File: src/rtl/abacus_pkg.sv
// Shared types and constants for the ABACUS profiler measurement-window sequencer.
package abacus_pkg;

  typedef enum logic [2:0] {
    IDLE     = 3'd0,
    CLEAR    = 3'd1,
    ARMED    = 3'd2,
    RUN      = 3'd3,
    SNAPSHOT = 3'd4
  } abacus_win_state_t;

  localparam int ABACUS_UNIT_INSTR = 0;
  localparam int ABACUS_UNIT_CACHE = 1;
  localparam int ABACUS_NUM_UNITS  = 2;
  localparam int ABACUS_CNT_W      = 32;
  localparam int ABACUS_WIN_CNT_W  = 16;

endpackage

File: src/rtl/abacus_window_timer.sv
// Loadable down-counter that parks at zero and flags when it holds exactly one.
module abacus_window_timer #(
  parameter int W = 32
) (
  input  logic         clk,
  input  logic         rst,
  input  logic         load,
  input  logic [W-1:0] load_val,
  input  logic         dec,
  output logic [W-1:0] count,
  output logic         term
);

  localparam logic [W-1:0] ONE = {{(W-1){1'b0}}, 1'b1};

  logic [W-1:0] count_r;

  // Load has priority; a zero count never decrements so zero means free-run.
  always_ff @(posedge clk) begin
    if (rst) begin
      count_r <= {W{1'b0}};
    end else if (load) begin
      count_r <= load_val;
    end else if (dec && (count_r != {W{1'b0}})) begin
      count_r <= count_r - ONE;
    end else begin
      count_r <= count_r;
    end
  end

  assign count = count_r;
  assign term  = (count_r == ONE);

endmodule

File: src/rtl/abacus_window_ctrl.sv
// Measurement-window sequencer gating the ABACUS profiler units.
// Optional snapshot-ack timeout: define ABACUS_WINDOW_SNAP_TIMEOUT_EN.
module abacus_window_ctrl
  import abacus_pkg::*;
#(
  parameter int NUM_UNITS    = ABACUS_NUM_UNITS,
  parameter int CNT_W        = ABACUS_CNT_W,
  parameter int WIN_CNT_W    = ABACUS_WIN_CNT_W,
  parameter int SNAP_TIMEOUT = 256
) (
  input  logic                 clk,
  input  logic                 rst,
  input  logic                 cfg_start,
  input  logic                 cfg_stop,
  input  logic                 cfg_periodic,
  input  logic                 cfg_trigger_en,
  input  logic [CNT_W-1:0]     cfg_window_len,
  input  logic [NUM_UNITS-1:0] cfg_unit_mask,
  input  logic                 trigger,
  input  logic                 snapshot_ack,
  input  logic                 irq_clear,
  output logic [NUM_UNITS-1:0] unit_enable,
  output logic                 counter_clear,
  output logic                 snapshot_req,
  output logic                 window_done,
  output logic                 irq,
  output logic                 busy,
  output logic [2:0]           state_o,
  output logic [CNT_W-1:0]     cycles_remaining,
  output logic [WIN_CNT_W-1:0] windows_completed
`ifdef ABACUS_WINDOW_SNAP_TIMEOUT_EN
  ,
  output logic                 snap_timeout_err
`endif
);

  abacus_win_state_t state_r;
  abacus_win_state_t state_nx_s;

  logic                 win_term_s;
  logic                 snap_done_s;
  logic                 stop_pending_r;
  logic                 stop_eff_s;
  logic [NUM_UNITS-1:0] unit_enable_nx_s;
  logic                 counter_clear_nx_s;
  logic                 snapshot_req_nx_s;
  logic                 busy_nx_s;
  logic [NUM_UNITS-1:0] unit_enable_r;
  logic                 counter_clear_r;
  logic                 snapshot_req_r;
  logic                 busy_r;
  logic                 window_done_r;
  logic                 irq_r;
  logic [WIN_CNT_W-1:0] windows_completed_r;

  abacus_window_timer #(.W(CNT_W)) u_win_timer (
    .clk      (clk),
    .rst      (rst),
    .load     (state_r == CLEAR),
    .load_val (cfg_window_len),
    .dec      (state_r == RUN),
    .count    (cycles_remaining),
    .term     (win_term_s)
  );

`ifdef ABACUS_WINDOW_SNAP_TIMEOUT_EN
  logic             snap_term_s;
  logic             snap_timeout_s;
  logic             snap_timeout_err_r;
  logic [CNT_W-1:0] unused_snap_count_s;

  // Reloaded outside SNAPSHOT so it always starts a fresh budget on entry.
  abacus_window_timer #(.W(CNT_W)) u_snap_timer (
    .clk      (clk),
    .rst      (rst),
    .load     (state_r != SNAPSHOT),
    .load_val (CNT_W'(SNAP_TIMEOUT)),
    .dec      (state_r == SNAPSHOT),
    .count    (unused_snap_count_s),
    .term     (snap_term_s)
  );

  assign snap_timeout_s = (state_r == SNAPSHOT) && snap_term_s && !snapshot_ack;
  assign snap_done_s    = (state_r == SNAPSHOT) && (snapshot_ack || snap_term_s);

  // Sticky timeout flag; a new timeout beats a simultaneous clear.
  always_ff @(posedge clk) begin
    if (rst) begin
      snap_timeout_err_r <= 1'b0;
    end else if (snap_timeout_s) begin
      snap_timeout_err_r <= 1'b1;
    end else if (irq_clear) begin
      snap_timeout_err_r <= 1'b0;
    end else begin
      snap_timeout_err_r <= snap_timeout_err_r;
    end
  end

  assign snap_timeout_err = snap_timeout_err_r;
`else
  logic unused_timeout_s;
  assign unused_timeout_s = (SNAP_TIMEOUT != 0);
  assign snap_done_s      = (state_r == SNAPSHOT) && snapshot_ack;
`endif

  // A stop arriving on the ack cycle still suppresses the periodic re-arm.
  assign stop_eff_s = stop_pending_r || cfg_stop;

  // State register.
  always_ff @(posedge clk) begin
    if (rst) begin
      state_r <= IDLE;
    end else begin
      state_r <= state_nx_s;
    end
  end

  // Next-state logic; stop always takes precedence over start and trigger.
  always_comb begin
    state_nx_s = state_r;
    case (state_r)
      IDLE: begin
        if (cfg_stop)       state_nx_s = IDLE;
        else if (cfg_start) state_nx_s = CLEAR;
        else                state_nx_s = IDLE;
      end
      CLEAR: begin
        if (cfg_stop)            state_nx_s = IDLE;
        else if (cfg_trigger_en) state_nx_s = ARMED;
        else                     state_nx_s = RUN;
      end
      ARMED: begin
        if (cfg_stop)     state_nx_s = IDLE;
        else if (trigger) state_nx_s = RUN;
        else              state_nx_s = ARMED;
      end
      RUN: begin
        if (cfg_stop || win_term_s) state_nx_s = SNAPSHOT;
        else                        state_nx_s = RUN;
      end
      SNAPSHOT: begin
        if (snap_done_s) state_nx_s = (cfg_periodic && !stop_eff_s) ? CLEAR : IDLE;
        else             state_nx_s = SNAPSHOT;
      end
      default: state_nx_s = IDLE;
    endcase
  end

  // Output decode from the next state so the registered outputs line up with it.
  always_comb begin
    unit_enable_nx_s   = {NUM_UNITS{1'b0}};
    counter_clear_nx_s = 1'b0;
    snapshot_req_nx_s  = 1'b0;
    busy_nx_s          = 1'b1;
    case (state_nx_s)
      IDLE:     busy_nx_s          = 1'b0;
      CLEAR:    counter_clear_nx_s = 1'b1;
      ARMED:    busy_nx_s          = 1'b1;
      RUN:      unit_enable_nx_s   = cfg_unit_mask;
      SNAPSHOT: snapshot_req_nx_s  = 1'b1;
      default:  busy_nx_s          = 1'b0;
    endcase
  end

  // Output registers.
  always_ff @(posedge clk) begin
    if (rst) begin
      unit_enable_r   <= {NUM_UNITS{1'b0}};
      counter_clear_r <= 1'b0;
      snapshot_req_r  <= 1'b0;
      busy_r          <= 1'b0;
    end else begin
      unit_enable_r   <= unit_enable_nx_s;
      counter_clear_r <= counter_clear_nx_s;
      snapshot_req_r  <= snapshot_req_nx_s;
      busy_r          <= busy_nx_s;
    end
  end

  // Completion bookkeeping: done pulse, irq (set beats clear), window count, stop latch.
  always_ff @(posedge clk) begin
    if (rst) begin
      window_done_r       <= 1'b0;
      irq_r               <= 1'b0;
      windows_completed_r <= {WIN_CNT_W{1'b0}};
      stop_pending_r      <= 1'b0;
    end else begin
      window_done_r <= snap_done_s;
      if (snap_done_s)    irq_r <= 1'b1;
      else if (irq_clear) irq_r <= 1'b0;
      else                irq_r <= irq_r;
      if (snap_done_s && (windows_completed_r != {WIN_CNT_W{1'b1}}))
        windows_completed_r <= windows_completed_r + {{(WIN_CNT_W-1){1'b0}}, 1'b1};
      else
        windows_completed_r <= windows_completed_r;
      if (snap_done_s)
        stop_pending_r <= 1'b0;
      else if (cfg_stop && ((state_r == RUN) || (state_r == SNAPSHOT)))
        stop_pending_r <= 1'b1;
      else
        stop_pending_r <= stop_pending_r;
    end
  end

  assign unit_enable       = unit_enable_r;
  assign counter_clear     = counter_clear_r;
  assign snapshot_req      = snapshot_req_r;
  assign busy              = busy_r;
  assign window_done       = window_done_r;
  assign irq               = irq_r;
  assign windows_completed = windows_completed_r;
  assign state_o           = state_r;

endmodule

File: config.mk
export PLATFORM = sky130hd
export DESIGN_NAME = abacus_window_ctrl
export DESIGN_NICKNAME = d
export VERILOG_FILES = /design/src/rtl/abacus_pkg.sv /design/src/rtl/abacus_window_timer.sv /design/src/rtl/abacus_window_ctrl.sv
export SDC_FILE = /design/constraint.sdc
export NUM_CORES = 1
export LEC_CHECK = 0
export BUFFER_PORTS_ARGS = -buffer_cell sky130_fd_sc_hd__buf_4
export CORE_MARGIN = 4
export CORE_UTILIZATION = 35
export CTS_CLUSTER_SIZE = 30
export DETAILED_ROUTE_END_ITERATION = 16
export PLACE_DENSITY = 0.64
export SLEW_MARGIN = 20
export SYNTH_ARGS = -nofsm -noshare
export SYNTH_HDL_FRONTEND = slang
export SYNTH_HIERARCHICAL = 1
export SYNTH_SLANG_ARGS = --single-unit
File: constraint.sdc
create_clock -name clk -period 5.15 [get_ports clk]
set_input_delay 0 -clock clk [delete_from_list [all_inputs] [get_ports clk]]
set_output_delay 0 -clock clk [all_outputs]
set_load 0.005 [all_outputs]
==> out/results.ini <==
[timing]
finalClockSkew_ns=0.0113
setup_slack_ns=2.08
max_freq_mhz=326
worst_pin_slew_ns=0.938
setup_tns_ns=0
hold_slack_ns=0.0112
max_slew_margin_pct=36.9
fin_crit_sh_pct=59.6
finalHoldViolCount=0
rsz0062_at_grt=false
setup_viol=0
period_needed_ns=3.07
maxSlewViolCount=0

[run]
drv_cap=0

[detailed_routing]
vias_per_cell=5.45
drt-initial-drc-count=194
firstDrtPassIters=4
wl_per_cell_um=15.9
wirelength_mm=10.5
drc=0
route.antenna.remaining_nets=0
routed-via-count=3607

[grt]
track_usage_pct=18.4
grt_pass1_wl_mm=16.9
grt_pass1_vias=3485
grt.overflow.total=0
grt_max_degree=57
antenna_found_initial=0

[die]
std_cell_rows=35
die_w_um=106
ioPinCount=101
initial_core_util_pct=36.2
dieArea_mm2=0.0112
core-area_mm2=0.00928
die_y_um=106

[synthesis]
avgSynthCellArea_um2=8.37
synth_fp_nets=447
syn_area_mm2=0.00336
synth_cells=401
synth_ff_type=dfxtp_1
async_reset_ff_share_pct=0
synth_edf_count=0
ys_types=63
ys_seq_area_share_pct=35.2
synth.ff_latch_count=59
ys_warn_count=6
synth_top_area_cell=dfxtp_1
synthTopCellsByArea=dfxtp_1 35%, nor2_1 5.3%, a311oi_1 4.7%, or4_1 4.0%, nand2_1 3.0%
synth_top_area_share_pct=35.2

[placement]
place_ws_ns=2.25
dpl.hpwl_mm=7.38
portBuffers=100
gp_congestion=0.874
placedCellCount=613
placed_area_mm2=0.00419

[power]
share_comb_of_total_power_pct=22.2
peakVddDrop_v=0.0000989
switching_power_mw=0.357
internal-power_mw=0.779
p_total_mw=1.14
p_per_area_mw_per_mm2=242
p_clk_share_pct=34.3
p_sw_share_pct=31.4
pwr-share-seq_pct=43.5
leakagePower_nw=1.83

[clock_tree]
cts_tree=yes
clkLatencyLatePin_ns=0.35
htreeDepth=3
cts_sinks=59
clockBufferDepth=2
cts_setup_buffers=0
clk_pin_slew_ns=0.07
root_buffer=clkbuf_8
numCtsBuffers=9

[finish]
syn_to_final_growth_pct=39.9
nFillCells=922
drive_gt1_share_pct=26.3
nets=574
finalNonFillerCells=662
layout_commonest_cell=buf_4
stdcell_area_mm2=0.00470
n_antenna_cell=0
final_cell_mix=103 x buf_4, 59 x dfxtp_1, 47 x nor2_1
final_core_util_pct=50.6
final-seq-area_mm2=0.00118
multi_input_area_mm2=0.00202

[worst_setup_path]
cp.required_ns=5.38
cp_max_fo=7
crit_path_start_kind=flip-flop
worstSetupPathType=reg -> reg
worstPathArrival_ns=3.30
crit_path_end_kind=flip-flop

[status]
status=finished, final reports clean

[min_path]
hp-class=in -> reg

[power groups by stage]
stage / Sequential, mW / Clock (mW) / Combinational [mW]
finish: 0.495 / 0.390 / 0.252
detailed placement: 0.505 / 0 / 0.227
global placement: 0.504 / 0 / 0.226
floorplan: 0.501 / 0 / 0.143
CTS: 0.494 / 0.402 / 0.248
global route: 0.498 / 0.422 / 0.275
[Yosys cell counts (6+ instances only)]
master and n:
or4_1 18, nor3_1 10, and2_1 7, nand4_1 9, nand2_1 27, nor4_1 11, nand3_1 13, o31ai_1 13
a21oi_1 13, a211oi_1 6, or3_1 13, clkbuf_1 13, inv_1 15, nor2b_1 9, nor2_1 47, o21ai_0 14
dfxtp_1 59, mux2_2 6, a311oi_1 18
[kinds of logic (layout without fill, tap and decap cells)]
logic type,Yosys count,in the layout,synth area share [%]
AOI/OAI and AO/OA,97,97,22.3
xor gates and xnor gates,5,5,1.30
adders and majority gates,4,4,1.42
buffers and inverters,35,167,4.92
DFF,59,59,35.2
muxes,9,9,3.28
and+or+nand+nor,192,192,31.6
[repair_timing]
item | CTS | global route
hold buffers | 33 | 0
gates resized for setup | 0 | 0
endpoints found under the hold margin | 31 | 0
[registers in the layout, summed over array words and instances (netlist names)]
signal             cells
stop_pending_r         1
counter_clear          1
windows_completed     16
busy                   1
snapshot_req           1
window_done            1
unit_enable            2
u_win_timer/count     32
state_o                3
irq                    1
[critical path: stages (launching register included)]
cell	delay (ns)
dfxtp_1	0.37
nor4_1	0.83
nor2b_1	0.26
nand3b_1	0.11
nor4_1	0.40
and3_1	0.22
nor4_1	0.07
nand2_1	0.10
dlygate4sd3_1	0.55
nor3_1	0.05
[final cells by class]
type | count | area share (%)
Multi-Input combinational cell | 307 | 42.9
Sequential cell | 59 | 25.1
Timing Repair Buffer | 136 | 23.5
Tap cell | 129 | 3.44
Clock buffer | 11 | 3.22
Inverter | 15 | 1.20
Clock inverter | 5 | 0.586
[layer usage]
metal / part of all wire (%) / GRT usage, % / vias up
met1: 47 / 24.5 / 1708
li1: - / - / 1803
met2: 46 / 29.2 / 81
met5: 0 / 0 / -
met3: 5.1 / 4.49 / 15
met4: 1.7 / 6.01 / 0
[path summary, 6_finish.rpt]
| check | depth (start not counted) | slack, ns | endpoint | start |
|---|---|---|---|---|
| worst max register to register | 9 | 2.08 | unit_enable[0] | u_win_timer/count[2] |
| worst max-delay path | 9 | 2.08 | unit_enable[0] | u_win_timer/count[2] |
| worst min-delay path | 3 | 0.01 | u_win_timer/count[31] | cfg_window_len[31] |
| worst min register to register | 2 | 0.49 | irq | irq |
Power figures use the tool's default switching activity.
